## src/rtl/deser_pkg.sv

```systemverilog
// +----------------------------------------------------------------------+
// | deser_pkg : shared widths and FSM encoding for the 1x16 deserialiser |
// | Revision  : 1.0                                                      |
// +----------------------------------------------------------------------+
`default_nettype none

package deser_pkg;

    localparam int WORD_W = 16;
    localparam int SLOT_W = 4;

    typedef enum logic [0:0] {
        IDLE = 1'b0,
        FILL = 1'b1
    } deser_state_t;

endpackage : deser_pkg

`default_nettype wire

```

## src/rtl/demux_1x16_dec.sv

```systemverilog
// +----------------------------------------------------------------------+
// | demux_1x16_dec : 4-to-16 one-hot write-enable decoder with enable,   |
// |                  built from two 1x8 halves selected by sel_i[3]      |
// | Revision       : 1.0                                                 |
// +----------------------------------------------------------------------+
`default_nettype none

module demux_1x16_dec
    import deser_pkg::*;
(
    input  logic              en_i,
    input  logic [SLOT_W-1:0] sel_i,
    output logic [WORD_W-1:0] we_o
);

    logic [1:0] half_en;

    assign half_en = {en_i & sel_i[3], en_i & ~sel_i[3]};

    generate
        for (genvar h = 0; h < 2; h++) begin : g_half
            for (genvar b = 0; b < 8; b++) begin : g_bit
                assign we_o[h*8 + b] = half_en[h] && (sel_i[2:0] == 3'(b));
            end
        end
    endgenerate

endmodule : demux_1x16_dec

`default_nettype wire

```

## src/rtl/demux_1x16_deser.sv

```systemverilog
// +----------------------------------------------------------------------+
// | demux_1x16_deser : serial-to-parallel capture into 16-bit words with |
// |                    a valid/ready output holding register            |
// | Revision         : 1.0                                               |
// +----------------------------------------------------------------------+
`default_nettype none

module demux_1x16_deser
    import deser_pkg::*;
#(
    parameter int MSB_FIRST = 0
) (
    input  logic              clk,
    input  logic              rst_n,
    input  logic              bit_in,
    input  logic              bit_valid,
    input  logic              frame_start,
    input  logic              out_ready,
    output logic [WORD_W-1:0] word_out,
    output logic              word_valid,
    output logic [SLOT_W-1:0] slot,
    output logic              busy,
    output logic              overrun
);

    deser_state_t      state_q, state_d;
    logic [SLOT_W-1:0] slot_q, slot_d;
    logic [WORD_W-1:0] asm_q, asm_d;
    logic [WORD_W-1:0] word_q, word_d;
    logic              wvalid_q, wvalid_d;
    logic              overrun_q, overrun_d;

    logic              accept;
    logic              complete;
    logic [SLOT_W-1:0] slot_eff;
    logic [SLOT_W-1:0] idx;
    logic [WORD_W-1:0] asm_base;
    logic [WORD_W-1:0] we;

    // frame_start restarts the word before the current bit is placed
    assign accept   = bit_valid && ((state_q == FILL) || frame_start);
    assign slot_eff = frame_start ? '0 : slot_q;
    assign asm_base = frame_start ? '0 : asm_q;
    assign idx      = (MSB_FIRST != 0) ? ~slot_eff : slot_eff;
    assign complete = accept && (slot_eff == 4'd15);

    demux_1x16_dec u_dec (
        .en_i  (accept),
        .sel_i (idx),
        .we_o  (we)
    );

    always_comb begin
        state_d   = state_q;
        slot_d    = slot_eff;
        wvalid_d  = wvalid_q;
        word_d    = word_q;
        overrun_d = 1'b0;

        if (frame_start) begin
            state_d = FILL;
        end

        if (accept) begin
            slot_d = slot_eff + 4'd1;
        end

        for (int i = 0; i < WORD_W; i++) begin
            asm_d[i] = we[i] ? bit_in : asm_base[i];
        end

        // A full holding register only accepts a new word if it drains on this edge
        if (complete && (!wvalid_q || out_ready)) begin
            word_d   = asm_d;
            wvalid_d = 1'b1;
        end else if (complete) begin
            overrun_d = 1'b1;
        end else if (wvalid_q && out_ready) begin
            wvalid_d = 1'b0;
        end
    end

    always_ff @(posedge clk) begin
        if (!rst_n) begin
            state_q   <= IDLE;
            slot_q    <= '0;
            asm_q     <= '0;
            word_q    <= '0;
            wvalid_q  <= 1'b0;
            overrun_q <= 1'b0;
        end else begin
            state_q   <= state_d;
            slot_q    <= slot_d;
            asm_q     <= asm_d;
            word_q    <= word_d;
            wvalid_q  <= wvalid_d;
            overrun_q <= overrun_d;
        end
    end

    assign word_out   = word_q;
    assign word_valid = wvalid_q;
    assign slot       = slot_q;
    assign busy       = (state_q == FILL);
    assign overrun    = overrun_q;

endmodule : demux_1x16_deser

`default_nettype wire

```

## config.mk

```make
export PLATFORM = sky130hd
export DESIGN_NAME = demux_1x16_deser
export DESIGN_NICKNAME = d
export VERILOG_FILES = /design/src/rtl/deser_pkg.sv /design/src/rtl/demux_1x16_dec.sv /design/src/rtl/demux_1x16_deser.sv
export SDC_FILE = /design/constraint.sdc
export NUM_CORES = 1
export LEC_CHECK = 0
export CAP_MARGIN = 15
export CORE_ASPECT_RATIO = 1.5
export CORE_MARGIN = 8
export CORE_UTILIZATION = 42
export DETAILED_ROUTE_END_ITERATION = 6
export GPL_TIMING_DRIVEN = 0
export PLACE_DENSITY = 0.64
export SKIP_LAST_GASP = 1
export SLEW_MARGIN = 20
export SYNTH_ARGS = -nofsm -noshare
export SYNTH_HDL_FRONTEND = slang
export SYNTH_SLANG_ARGS = --single-unit
```

## constraint.sdc

```tcl
create_clock -name clk -period 3.4 [get_ports clk]
set_clock_uncertainty 0.2 [all_clocks]
set_input_delay 0.68 -clock clk [delete_from_list [all_inputs] [get_ports clk]]
set_output_delay 0.68 -clock clk [all_outputs]
set_load 0.05 [all_outputs]
```

After elaboration in Yosys (flattened, before gate mapping):

Cells that the tools add are included.

* register bits: 39
* bits of input ports: 6
* word-level logic and storage cells: 70

* add/sub/neg operators: 1
* equal/unequal tests: 9
* mux-type cells: 23
* bitwise gates (word level): 4
* reduce and logical (&&, ||, !) cells: 27

Operator list (count)
* 1-bit logical AND: 20
* 1-bit two-way mux: 20
* 16-bit two-way mux: 1
* 3-bit equality test (second input constant): 4
* 4-bit two-way mux: 2
* 3-bit by 2-bit equality test with 1-bit output (second input constant): 2
* 4-bit by 1-bit adder with 4-bit output (second input constant): 1
* 4-bit equality test (second input constant): 1
* 3-bit by 1-bit equality test with 1-bit output (second input constant): 1
* 3-bit logical NOT: 1
* 1-bit AND: 2
* 1-bit logical OR: 2
* 2-bit by 1-bit inequality test with 1-bit output (second input constant): 1
* 1-bit inverter: 2
* 2-bit AND reduction: 1
* 2-bit nonzero test: 1
* 2-bit OR reduction: 1
* 1-bit logical NOT: 1

Longest topological paths before layout:

Gate-level depths: netlist of the first run.

* depth in word-level cells: 6
* mapped depth: 9

Modules after synthesis:

From an unflattened synthesis of the first run, not the netlist that was laid out.

* cell total of the unflattened synthesis: 192
* area, all modules: 1714.1 um2

By module, submodules not included
* demux_1x16_deser: instances 1, cells an instance 163, area each 1566.5 um2
* demux_1x16_dec: instances 1, cells an instance 29, area each 147.6 um2

Worst setup path before layout of the first run:

No wires, ideal clock.

* path kind: reg-to-reg
* start: register slot_q[1], in the netlist slot[1]
* end: register asm_q[3]
* setup time: 115 ps
* data arrival time: 1801 ps
* required time: 3085 ps
* path slack: 1284 ps
* stages on the path, launching flop included: 9
* buffers on the path: 1
* path through: dfxtp_1 > buf_2 > nand2_1 > nor2_1 > ha_1 > nand2_1 > o21ai_0 > o21ai_0 > and2_1

* word-level cells in the longest chain between the ends: 4

RTL lines
* start: declaration: RTL line demux_1x16_deser.sv:27 `logic [SLOT_W-1:0] slot_q, slot_d;`
* start signal: assignment: RTL line demux_1x16_deser.sv:93 `slot_q <= slot_d;`
* 4-bit two-way mux: RTL line demux_1x16_deser.sv:42 `assign slot_eff = frame_start ? '0 : slot_q;`
* 3-bit by 2-bit equality test with 1-bit output: RTL line demux_1x16_dec.sv:23 `assign we_o[h*8 + b] = half_en[h] && (sel_i[2:0] == 3'(b));`
* 1-bit logical AND: RTL line demux_1x16_dec.sv:23
* 1-bit two-way mux: RTL line demux_1x16_deser.sv:69 `asm_d[i] = we[i] ? bit_in : asm_base[i];`
* end signal: assignment: RTL line demux_1x16_deser.sv:94 `asm_q <= asm_d;`
* end: declaration: RTL line demux_1x16_deser.sv:28 `logic [WORD_W-1:0] asm_q, asm_d;`

Every way passes these cells.
A chain may end at the register's enable or synchronous reset.

Worst setup path after layout of the first run:

* start: input port frame_start
* end: register word_q[11], in the netlist word_out[11]

* word-level cells in the longest chain between the ends: 5
* elaborated cells between the ends (all ways): 11
* classes of those cells: 2 x eq/ne; 3 x mux; 1 x bitwise; 5 x reduce/logical

RTL lines
* start: declaration: RTL line demux_1x16_deser.sv:17 `input logic frame_start,`
* branches (longest 5 deep; another with 4-bit two-way mux)
* end signal: assignment: RTL line demux_1x16_deser.sv:95 `word_q <= word_d;`
* end: declaration: RTL line demux_1x16_deser.sv:29 `logic [WORD_W-1:0] word_q, word_d;`

Several ways; the timed one is not identified.

==> flow_summary.toml, run 1 <==
[synth]
synth_edf_count = 0
yosys-top-cells-count = "dfxtp_1, o21ai_0, mux2i_1, nor2_1, nor2b_1"
synth_top_family_by_area = "simple AND/OR/NAND/NOR gates"
synth_cells = 183
synth_top_cell_by_area = "dfxtp_1"
yosysUniqueCellTypes = 32
seq_area_frac_synth = 0.4612
yosysMostFrequentCell = "dfxtp_1"
synth_area_leaders = "dfxtp_1, mux2i_1, nor2b_1"
synth.avg_cell_area_um2 = 9.251
ys_seq_elements = 39
async_flop_share = 0
netlist_area_um2 = 1693
synth_compound_area_frac = 0.1508
ys.warnings.count = 0
synth_xor_area_frac = 0.01035
synth_ff_type = "dfxtp_1"
synth-adder-area-share = 0.01478
synthMuxAreaShare = 0.08278
synth_top_area_share = 0.4612
syn_nets = 191
synthSimpleGateAreaFrac = 0.2247

[cells_and_area]
fin_nets = 225
syn2layout_area_growth_pct = 26.46
drive_above_1_share = 0.07798
antenna_cells = 0
fillers = 380
utilization = 0.5456

[timing]
hold_viol_final = 0
min_period_over_period = 0.7877
fmax_ghz = 0.3734
final_max_slew_viol_count = 0
tightest_slew_ns = 0.6729
finalSetupTns_ns = 0
slew_headroom = 0.5453
setup_viol = 0
setup_ws_ns = 0.7219
period_needed_ns = 2.678
rsz0062_at_grt = "no"

[global_routing]
grt_max_degree = 14
overflow = 0
grt_pass1_wl_mm = 6.361
grt_antenna_before_repair = 0
grt_pass1_vias = 1385
track_usage = 0.1299

[clock_tree]
cts_tree = "done"
clk_latency_ns = 0.29
cts.sink_count = 39
ctsHoldBuffers = 0
cts-htree-levels = 2
post_cts_buffers = 0
ctsResizeCount = 0
cts_made_buffers = 5
cts_buffer_depth = 2
root_buffer = "clkbuf_8"
cts.reportedPaths.clkPinSlew_ns = 0.08

[route]
via_per_inst = 5.274
wl_per_cell_um = 14.59
drc = 0
met1_length_mm = 1.644
route.met3.wl_um = 224
drtAntennaViolNets = 0
wl_mm = 3.836
dr_wl_met2_mm = 1.892
first_iter_violations = 86
vias = 1387
top_layer = "met4"
firstDrtPassIters = 4

[placement]
dp.final_hpwl_mm = 2.810
dpl_worst_slack_ns = 0.4703
globalplace.congestion = 0.9003
io_buffers = 27

[worst_hold_path]
worstHoldStart = "word_out[8]"
hold_path_end = "word_out[8]"
hold_path.class = "flip-flop to flip-flop"
min_path_cells = 2

[critical_path]
arrival_ns = 2.67
worst_r2r_path_depth = 8
crit_chain = "clkdlybuf4s50_1 > clkbuf_1 > nor2_1 > ha_1 > nand4_1 > mux2i_1 > nand2_1 > o211a_1"
crit_family = "buffers and inverters"
slowest_stage = "clkdlybuf4s50_1"
path_buf_inv = 2
rrSetupSlack_ns = 1.45
reg2reg_from = "slot[1]"
start_kind = "input pin"
critPathRequiredTime_ns = 3.39
endpoint_kind = "flip-flop"
critical-path-max-stage-delay_ns = 0.68
critical_path_class = "input pin to flip-flop"
critical_path.max_fanout = 10
r2r-end = "word_out[7]"

[floorplanning]
die_h_um = 93.76
core_um2 = 3924
initial_core_util = 0.4314
fp.dieW_um = 67.84
dieArea_um2 = 6360
ios = 29
rows = 28

[job]
drv_cap = 0

[power_and_ir_drop]
ir_drop_mv = 0.3875
power_leakage_nw = 0.8332
power_density_nw_per_um2 = 432.0

[status]
outcome = "completed"
[how the worst max path moves through the flow]
stage / from / end / slack (ns) / cells after the start
2_1_floorplan: slot[1] / asm_q[3] / 1.28 / 8
3_3_place_gp: frame_start / word_out[11] / 0.46 / 8
3_5_place_dp: frame_start / word_out[11] / 0.47 / 8
4_1_cts: frame_start / word_out[11] / 0.74 / 8
5_1_grt: frame_start / word_out[11] / 0.56 / 8
6_report: frame_start / word_out[11] / 0.72 / 8
[where the power goes]
group	switching, mW	internal [mW]
Clock	0.171	0.241
Sequential	0.00147	0.459
Combinational	0.0334	0.0185
[per-layer routing]
layer  track usage  up-vias
met5             0        -
met3       0.03823        7
met2        0.2244       29
met4       0.06175        0
met1        0.1382      647
li1              -      704
[tightest hold or removal path: cells and delay by family, from the launching register on]
family	cells	cell delay [ns]
flops	1	0.32
compound gates	1	0.05
simple gates	1	0.06
[cells by family (layout without fill, tap and decap cells)]
group,count (synthesis),after routing
flops,39,39
buf+inv,17,52
fa+ha+maj,2,2
xor+xnor,2,2
compound gates,42,42
simple gates,67,67
mux,14,14
[placed cells by master, fill, tap and decap left out, types with 3 or more instances in the layout]
master	instances
dfxtp_1	39
clkdlybuf4s50_1	27
o21ai_0	17
nor2b_1	14
mux2i_1	14
nor2_1	14
a21oi_1	12
nand2_1	8
clkbuf_1	8
nand2b_1	7
nor4_1	6
clkbuf_8	6
and2_1	4
o211a_1	4
buf_4	3
nand3_1	3
buf_2	3
o211ai_1	3
nand4_1	3
[sequential cells by signal (all words and copies together) (netlist names)]
name        cells
overrun         1
slot            4
word_out       16
busy            1
word_valid      1
asm_q          16
[metrics by stage]
| stage | instances | power, mW | hold slack, ns | instance area (µm²) |
|---|---|---|---|---|
| after global placement | 255 | 0.5223 | 0.2537 | 2019 |
| after floorplan | 183 | 0.5039 | 0.2548 | 1693 |
| after global routing | 263 | 0.9478 | 0.3009 | 2141 |
| after CTS | 263 | 0.9297 | 0.2839 | 2141 |
| after detailed placement | 255 | 0.5226 | 0.2699 | 2019 |
| final | 263 | 0.9248 | 0.2748 | 2141 |
[area by class of cell]
type | instances | area (µm²) | share of cell area
tap | 45 | 56.30 | 0.02630
timing repair buffer | 27 | 270.3 | 0.1262
sequential | 39 | 780.7 | 0.3647
inverter | 1 | 3.754 | 0.001753
multi-input combinational | 127 | 818.3 | 0.3822
clock buffer | 6 | 82.58 | 0.03857
buffer | 16 | 90.09 | 0.04208
clock inverter | 2 | 38.79 | 0.01812
(Power assumes the default switching activity.)
==> run 2, diff against run 1 <==
==> constraint.sdc (replaced) <==
create_clock -name clk -period 2.8 [get_ports clk]
set_clock_uncertainty 0.2 [all_clocks]
set_input_delay 0.56 -clock clk [delete_from_list [all_inputs] [get_ports clk]]
set_output_delay 0.56 -clock clk [all_outputs]
set_load 0.05 [all_outputs]
==> results of run 2 <==
Same layout as run 1 (identical final DEF). Status: completed.
Among the figures that moved: setup slack after placement 0.4703 ns -> -0.009658 ns; setup slack after layout 0.7219 ns -> 0.2419 ns; register-to-register setup slack 1.45 ns -> 0.85 ns; total power 0.9248 mW -> 1.123 mW; worst IR drop on VDD 0.3875 mV -> 0.4705 mV
